[src/rtl/spi_target_pkg.sv]
// spi_target_pkg: shared definitions for the mode-0 SPI target.
// Holds the FSM state encoding, synchroniser depth, default idle byte
// and the bit-counter width.
package spi_target_pkg;

    typedef enum logic [1:0] {
        ST_IDLE   = 2'd0,
        ST_ACTIVE = 2'd1,
        ST_WAITHI = 2'd2
    } state_t;

    localparam int         SPI_SYNC_STAGES  = 2;
    localparam logic [7:0] IDLEBYTE_DEFAULT = 8'hFF;
    localparam int         BITCNT_W         = 3;

endpackage

[src/rtl/spi_target_txfifo.sv]
// spi_target_txfifo: circular TX byte FIFO, DEPTH a power of two.
// Full/empty are judged on the count at cycle start, so a push into a
// full FIFO is dropped even when a pop happens in the same cycle, and a
// pop from an empty FIFO does nothing while a concurrent push still lands.
module spi_target_txfifo
    import spi_target_pkg::*;
#(
    parameter int DEPTH = 4
) (
    input  logic       clk,
    input  logic       rst,
    input  logic       push,
    input  logic       pop,
    input  logic [7:0] din,
    output logic [7:0] dout,
    output logic       full,
    output logic       empty
);
    localparam int             PTR_W    = $clog2(DEPTH);
    localparam logic [PTR_W:0] FULL_CNT = (PTR_W + 1)'(DEPTH);

    logic [7:0]       mem_q [DEPTH];
    logic [PTR_W-1:0] wr_ptr_q, wr_ptr_d;
    logic [PTR_W-1:0] rd_ptr_q, rd_ptr_d;
    logic [PTR_W:0]   count_q, count_d;
    logic             push_ok, pop_ok;

    // Accept push/pop against the start-of-cycle occupancy and advance pointers.
    always_comb begin
        push_ok  = push && (count_q != FULL_CNT);
        pop_ok   = pop && (count_q != '0);
        wr_ptr_d = wr_ptr_q;
        rd_ptr_d = rd_ptr_q;
        count_d  = count_q;
        if (push_ok) begin
            wr_ptr_d = wr_ptr_q + 1'b1;
        end
        if (pop_ok) begin
            rd_ptr_d = rd_ptr_q + 1'b1;
        end
        if (push_ok && !pop_ok) begin
            count_d = count_q + 1'b1;
        end else if (pop_ok && !push_ok) begin
            count_d = count_q - 1'b1;
        end
        full  = (count_q == FULL_CNT);
        empty = (count_q == '0);
        dout  = mem_q[rd_ptr_q];
    end

    // Pointer/count registers with reset; storage array is data only.
    always_ff @(posedge clk) begin
        if (rst) begin
            wr_ptr_q <= '0;
            rd_ptr_q <= '0;
            count_q  <= '0;
        end else begin
            wr_ptr_q <= wr_ptr_d;
            rd_ptr_q <= rd_ptr_d;
            count_q  <= count_d;
        end
        if (push_ok) begin
            mem_q[wr_ptr_q] <= din;
        end
    end

endmodule

[src/rtl/spi_target.sv]
// spi_target: mode-0 SPI target (responder), pins oversampled on CLK.
// Build option SPI_TARGET_TXFIFO_EN: when defined, TX bytes queue in a
// TXDEPTH-entry FIFO; otherwise a single holding register is used.
module spi_target
    import spi_target_pkg::*;
#(
    parameter int         TXDEPTH  = 4,
    parameter logic [7:0] IDLEBYTE = IDLEBYTE_DEFAULT
) (
    input  logic       CLK,
    input  logic       RST,
    input  logic       SCK,
    input  logic       MOSI,
    input  logic       nSS,
    output logic       MISO,
    output logic       MISO_OE,
    input  logic [7:0] TXD,
    input  logic       TXWR,
    output logic       TXFULL,
    output logic       TXEMPTY,
    output logic [7:0] RXD,
    output logic       RXVALID,
    input  logic       RXRD,
    output logic       OVR,
    output logic       UNR,
    output logic       BUSY
);
    localparam int S = SPI_SYNC_STAGES;

    // [0..S-1] synchroniser, [S] edge-detect history
    logic [S:0]          sck_sync_q, sck_sync_d;
    logic [S:0]          nss_sync_q, nss_sync_d;
    logic [S-1:0]        mosi_sync_q, mosi_sync_d;
    logic                sck_rise, sck_fall, nss_s, nss_fall, nss_rise, mosi_s;

    state_t              state_q, state_d;
    logic [BITCNT_W-1:0] bitcnt_q, bitcnt_d;
    logic [6:0]          shift_rx_q, shift_rx_d;
    logic [7:0]          shift_tx_q, shift_tx_d;
    logic                miso_q, miso_oe_q, miso_oe_d;
    logic [7:0]          rxd_q, rxd_d;
    logic                rxvalid_q, rxvalid_d, ovr_q, ovr_d, unr_q, unr_d;
    logic                busy_q, busy_d;
    logic                load_tx, byte_done, tx_pop;
    logic [7:0]          tx_head;
    logic                tx_empty, tx_full;

`ifdef SPI_TARGET_TXFIFO_EN
    spi_target_txfifo #(
        .DEPTH (TXDEPTH)
    ) u_txfifo (
        .clk   (CLK),
        .rst   (RST),
        .push  (TXWR),
        .pop   (tx_pop),
        .din   (TXD),
        .dout  (tx_head),
        .full  (tx_full),
        .empty (tx_empty)
    );
`else
    logic [7:0] hold_q, hold_d;
    logic       hold_vld_q, hold_vld_d;
    logic       unused_txdepth;

    assign unused_txdepth = ^TXDEPTH;

    // Single-entry holding register: same full-at-cycle-start rule as the FIFO.
    always_comb begin
        hold_d     = hold_q;
        hold_vld_d = hold_vld_q;
        if (tx_pop && hold_vld_q) begin
            hold_vld_d = 1'b0;
        end
        if (TXWR && !hold_vld_q) begin
            hold_d     = TXD;
            hold_vld_d = 1'b1;
        end
        tx_head  = hold_q;
        tx_empty = !hold_vld_q;
        tx_full  = hold_vld_q;
    end

    // Holding register state; only the valid flag needs reset.
    always_ff @(posedge CLK) begin
        if (RST) begin
            hold_vld_q <= 1'b0;
        end else begin
            hold_vld_q <= hold_vld_d;
        end
        hold_q <= hold_d;
    end
`endif

    // Synchroniser shift and edge extraction from the synced/history pair.
    always_comb begin
        sck_sync_d  = {sck_sync_q[S-1:0], SCK};
        nss_sync_d  = {nss_sync_q[S-1:0], nSS};
        mosi_sync_d = {mosi_sync_q[S-2:0], MOSI};
        sck_rise    = sck_sync_q[S-1] && !sck_sync_q[S];
        sck_fall    = !sck_sync_q[S-1] && sck_sync_q[S];
        nss_s       = nss_sync_q[S-1];
        nss_fall    = !nss_s && nss_sync_q[S];
        nss_rise    = nss_s && !nss_sync_q[S];
        mosi_s      = mosi_sync_q[S-1];
    end

    // FSM, shifters, TX reload and RX hand-off next-state logic.
    always_comb begin
        state_d    = state_q;
        bitcnt_d   = bitcnt_q;
        shift_rx_d = shift_rx_q;
        shift_tx_d = shift_tx_q;
        miso_oe_d  = miso_oe_q;
        rxd_d      = rxd_q;
        rxvalid_d  = rxvalid_q;
        ovr_d      = ovr_q;
        unr_d      = unr_q;
        load_tx    = 1'b0;
        byte_done  = 1'b0;
        tx_pop     = 1'b0;

        case (state_q)
            ST_IDLE: begin
                if (nss_fall) begin
                    state_d   = ST_ACTIVE;
                    bitcnt_d  = '0;
                    load_tx   = 1'b1;
                    miso_oe_d = 1'b1;
                end
            end
            ST_ACTIVE: begin
                if (nss_rise) begin
                    // Partial RX/TX bytes are simply abandoned.
                    state_d   = ST_IDLE;
                    miso_oe_d = 1'b0;
                end else begin
                    if (sck_rise) begin
                        shift_rx_d = {shift_rx_q[5:0], mosi_s};
                        bitcnt_d   = bitcnt_q + 1'b1;
                        byte_done  = (bitcnt_q == '1);
                    end
                    if (sck_fall) begin
                        if (bitcnt_q == '0) begin
                            load_tx = 1'b1;
                        end else begin
                            shift_tx_d = {shift_tx_q[6:0], 1'b1};
                        end
                    end
                end
            end
            ST_WAITHI: begin
                if (nss_s) begin
                    state_d = ST_IDLE;
                end
            end
            default: begin
                state_d = ST_IDLE;
            end
        endcase

        if (load_tx) begin
            tx_pop = 1'b1;
            if (tx_empty) begin
                shift_tx_d = IDLEBYTE;
                unr_d      = 1'b1;
            end else begin
                shift_tx_d = tx_head;
            end
        end

        // A completing byte wins over an acknowledge in the same cycle.
        if (byte_done) begin
            rxd_d     = {shift_rx_q, mosi_s};
            rxvalid_d = 1'b1;
            if (rxvalid_q && !RXRD) begin
                ovr_d = 1'b1;
            end
        end else if (RXRD) begin
            rxvalid_d = 1'b0;
            ovr_d     = 1'b0;
        end

        busy_d = (state_d == ST_ACTIVE);
    end

    // Synchronisers run freely so reset can see the current nSS level.
    always_ff @(posedge CLK) begin
        sck_sync_q  <= sck_sync_d;
        nss_sync_q  <= nss_sync_d;
        mosi_sync_q <= mosi_sync_d;
        shift_rx_q  <= shift_rx_d;
    end

    // Control/output registers; reset lands in WAITHI if selected mid-transfer.
    always_ff @(posedge CLK) begin
        if (RST) begin
            state_q    <= nss_sync_q[S-1] ? ST_IDLE : ST_WAITHI;
            bitcnt_q   <= '0;
            shift_tx_q <= 8'hFF;
            miso_q     <= 1'b1;
            miso_oe_q  <= 1'b0;
            rxd_q      <= 8'h00;
            rxvalid_q  <= 1'b0;
            ovr_q      <= 1'b0;
            unr_q      <= 1'b0;
            busy_q     <= 1'b0;
        end else begin
            state_q    <= state_d;
            bitcnt_q   <= bitcnt_d;
            shift_tx_q <= shift_tx_d;
            miso_q     <= shift_tx_q[7];
            miso_oe_q  <= miso_oe_d;
            rxd_q      <= rxd_d;
            rxvalid_q  <= rxvalid_d;
            ovr_q      <= ovr_d;
            unr_q      <= unr_d;
            busy_q     <= busy_d;
        end
    end

    // Drive ports from registered state.
    always_comb begin
        MISO    = miso_q;
        MISO_OE = miso_oe_q;
        TXFULL  = tx_full;
        TXEMPTY = tx_empty;
        RXD     = rxd_q;
        RXVALID = rxvalid_q;
        OVR     = ovr_q;
        UNR     = unr_q;
        BUSY    = busy_q;
    end

endmodule

[config.mk]
export PLATFORM = sky130hd
export DESIGN_NAME = spi_target
export DESIGN_NICKNAME = d
export VERILOG_FILES = /design/src/rtl/spi_target_pkg.sv /design/src/rtl/spi_target_txfifo.sv /design/src/rtl/spi_target.sv
export SDC_FILE = /design/constraint.sdc
export NUM_CORES = 1
export LEC_CHECK = 0
export ABC_AREA = 1
export CORE_AREA = 2 2 78 50
export DETAILED_ROUTE_END_ITERATION = 7
export DIE_AREA = 0 0 80 52
export DONT_BUFFER_PORTS = 1
export PLACE_DENSITY = 0.76
export SYNTH_ARGS = -nofsm -noshare
export SYNTH_HDL_FRONTEND = slang
export SYNTH_SLANG_ARGS = --single-unit
[constraint.sdc]
create_clock -name CLK -period 3.39 [get_ports CLK]
set_input_delay 0.678 -clock CLK [delete_from_list [all_inputs] [get_ports CLK]]
set_output_delay 0.678 -clock CLK [all_outputs]
set_load 0.01 [all_outputs]
==> flow_metrics.tcl <==
set metrics [dict create \
    ys_warn_count 0 \
    ff2ff_path_depth 8 \
    drtAntennaViolNets 0 \
    max_stage_delay_ns 0.60 \
    whs_path_depth 0 \
    peakVddDrop_mv 0.326 \
    post-route-min-period_ns 1.77 \
    post_cts_buffers 0 \
    cts.sinks 51 \
    period_share 0.522 \
    core_area_um2 3490 \
    clock_latency_ns 0.29 \
    die_y_um 52 \
    cts_made_buffers 5 \
    remaining_drc_errors 0 \
    final_cell_mix "dfxtp_1 (36), inv_1 (34), nand2_1 (31)" \
    hold_violations 0 \
    tns_ns 0 \
    dieArea_um2 4160 \
    start_kind "register" \
    drt-initial-drc-count 41 \
    grt_max_degree 23 \
    overflow 0 \
    clk_pin_slew_ns 0.09 \
    required_ns 2.71 \
    cts_resized 0 \
    diodes 0 \
    rsz0062_at_grt "no" \
    dp_slack_ns 1.76 \
    drive_gt1_frac 0.137 \
    synth_largest_area_cell "dfxtp_1" \
    fin_worst_skew_ns 0.00664 \
    io_buffers 0 \
    gp_congestion 0.710 \
    p_per_area_nw_per_um2 516 \
    setup_violations 0 \
    synth.distinct_cells 22 \
    worst_slew_pin_slew_ns 0.713 \
    path_cells "inv_1" \
    hpwl_um 2270 \
    first_pass_iters 4 \
    htreeDepth 2 \
    synth-seq-cells 51 \
    avgRoutedWirePerCell_um 12.1 \
    cp_slowest_cell "dfxtp_1" \
    grt.total_usage 0.169 \
    synth_top_area_frac 0.360 \
    vias 1301 \
    start_util 0.574 \
    antenna_found_initial 0 \
    cts_tree "built" \
    nets 236 \
    path_max_fanout 11 \
    cts_root_buffer "clkbuf_8" \
    cap_viol_max_count 0 \
    cp_num_cells 1 \
    synthesis.nets 235 \
    die_w_um 80 \
    synthCells 217 \
    vias_per_cell 4.89 \
    timing.final.ws_setup_ns 1.62 \
    finalMaxSlewViolations 0 \
    drt-total-wl_um 3210 \
    synth_area_leaders "dfxtp_1 (36%), edfxtp_1 (23%), inv_1 (6.4%), nand2_1 (5.8%), nor2_1 (5.1%)" \
    cp-end-kind "output port" \
    grt_pass1_vias 1130 \
    syn_avg_cell_area_um2 9.23 \
    slew_headroom 0.523 \
    arrival_ns 1.09 \
    crit_type "reg -> out" \
    power.static_leakage_nw 1.03 \
    status "completed" \
    num_rows 17 \
    grt_pass1_wl_um 5220 \
    io_pins 31 \
    cts_max_path_buffers 2 \
    layout_commonest_cell "dfxtp_1" \
    max_freq_mhz 565 \
    hold_buffers 0 \
    hold_path.class "reg -> reg" \
    path_buf_inv 1 \
    seq_area_frac_synth 0.585 \
    syn_area_um2 2000 \
    critPathTopFamily "flip-flops" \
    area_delta_synth_final_pct 5.19 \
]
## flip-flops by register name, indices dropped and copies added (netlist names)
name	flops
RXD	8
hold_q	8
shift_tx_q	8
shift_rx_q	7
bitcnt_q	3
nss_sync_q	3
sck_sync_q	3
mosi_sync_q	2
state_q	2
BUSY	1
MISO	1
MISO_OE	1
OVR	1
RXVALID	1
TXFULL	1
UNR	1
## kinds of logic (layout without fill, tap and decap cells)
group                    after synthesis  count (layout)  synth area share
flip-flops                            51              51             0.585
buffers and inverters                 43              45            0.0925
AND/OR/NAND/NOR                       86              86             0.201
adder cells (fa/ha/maj)                3               3            0.0188
AO/OA/AOI/OAI                         34              34             0.103
## worst paths after layout
kind / start / to / slack, ns
setup reg to reg: state_q[0]$_SDFF_PP0_ / RXD[0]$_SDFFE_PP0P_ / 1.78
setup / recovery: TXFULL$_SDFFE_PP0P_ / TXEMPTY / 1.62
hold / removal: sck_sync_q[0]$_DFF_P_ / sck_sync_q[1]$_DFF_P_ / 0.33
hold reg to reg: sck_sync_q[0]$_DFF_P_ / sck_sync_q[1]$_DFF_P_ / 0.33
## metal layers
metal / vias to the layer above / part of all wire / global-route usage
met3: 5 / 0.049 / 0.0590
met2: 28 / 0.40 / 0.240
met4: 0 / 0.012 / 0.0593
li1: 682 / - / -
met1: 586 / 0.54 / 0.237
met5: - / 0 / 0
## power breakdown
| part | internal [mW] | switching (mW) |
|---|---|---|
| Combinational | 0.0232 | 0.0461 |
| Sequential | 0.651 | 0.0161 |
| Clock | 0.165 | 0.186 |
## layout make-up
cell class,count,area (µm²)
inverter,37,139
fill,304,1380
multi-input combinational,123,646
clock buffer,7,86.3
clock inverter,1,5.00
tap,47,58.8
sequential,51,1170
## cell usage after synthesis (all sizes together)
master,number
nand2,38
inv,37
dfxtp,36
nor2,30
o21ai,23
nand3,16
edfxtp,15
a21oi,9
buf,4
ha,3
clkbuf,2
or2,2
o21a,1
o31ai,1
## through the flow
step / utilization / power (mW) / cells / instance area (µm²) / hold WS, ns
after global routing: 0.604 / 1.14 / 266 / 2110 / 0.341
after floorplan: - / 0.738 / 217 / 2000 / 0.310
final: 0.604 / 1.09 / 266 / 2110 / 0.329
after global placement: 0.577 / 0.747 / 258 / 2010 / 0.310
after CTS: 0.604 / 1.10 / 266 / 2110 / 0.336
after detailed placement: 0.577 / 0.750 / 258 / 2010 / 0.315
No activity file was read; power rests on OpenSTA's default activity.
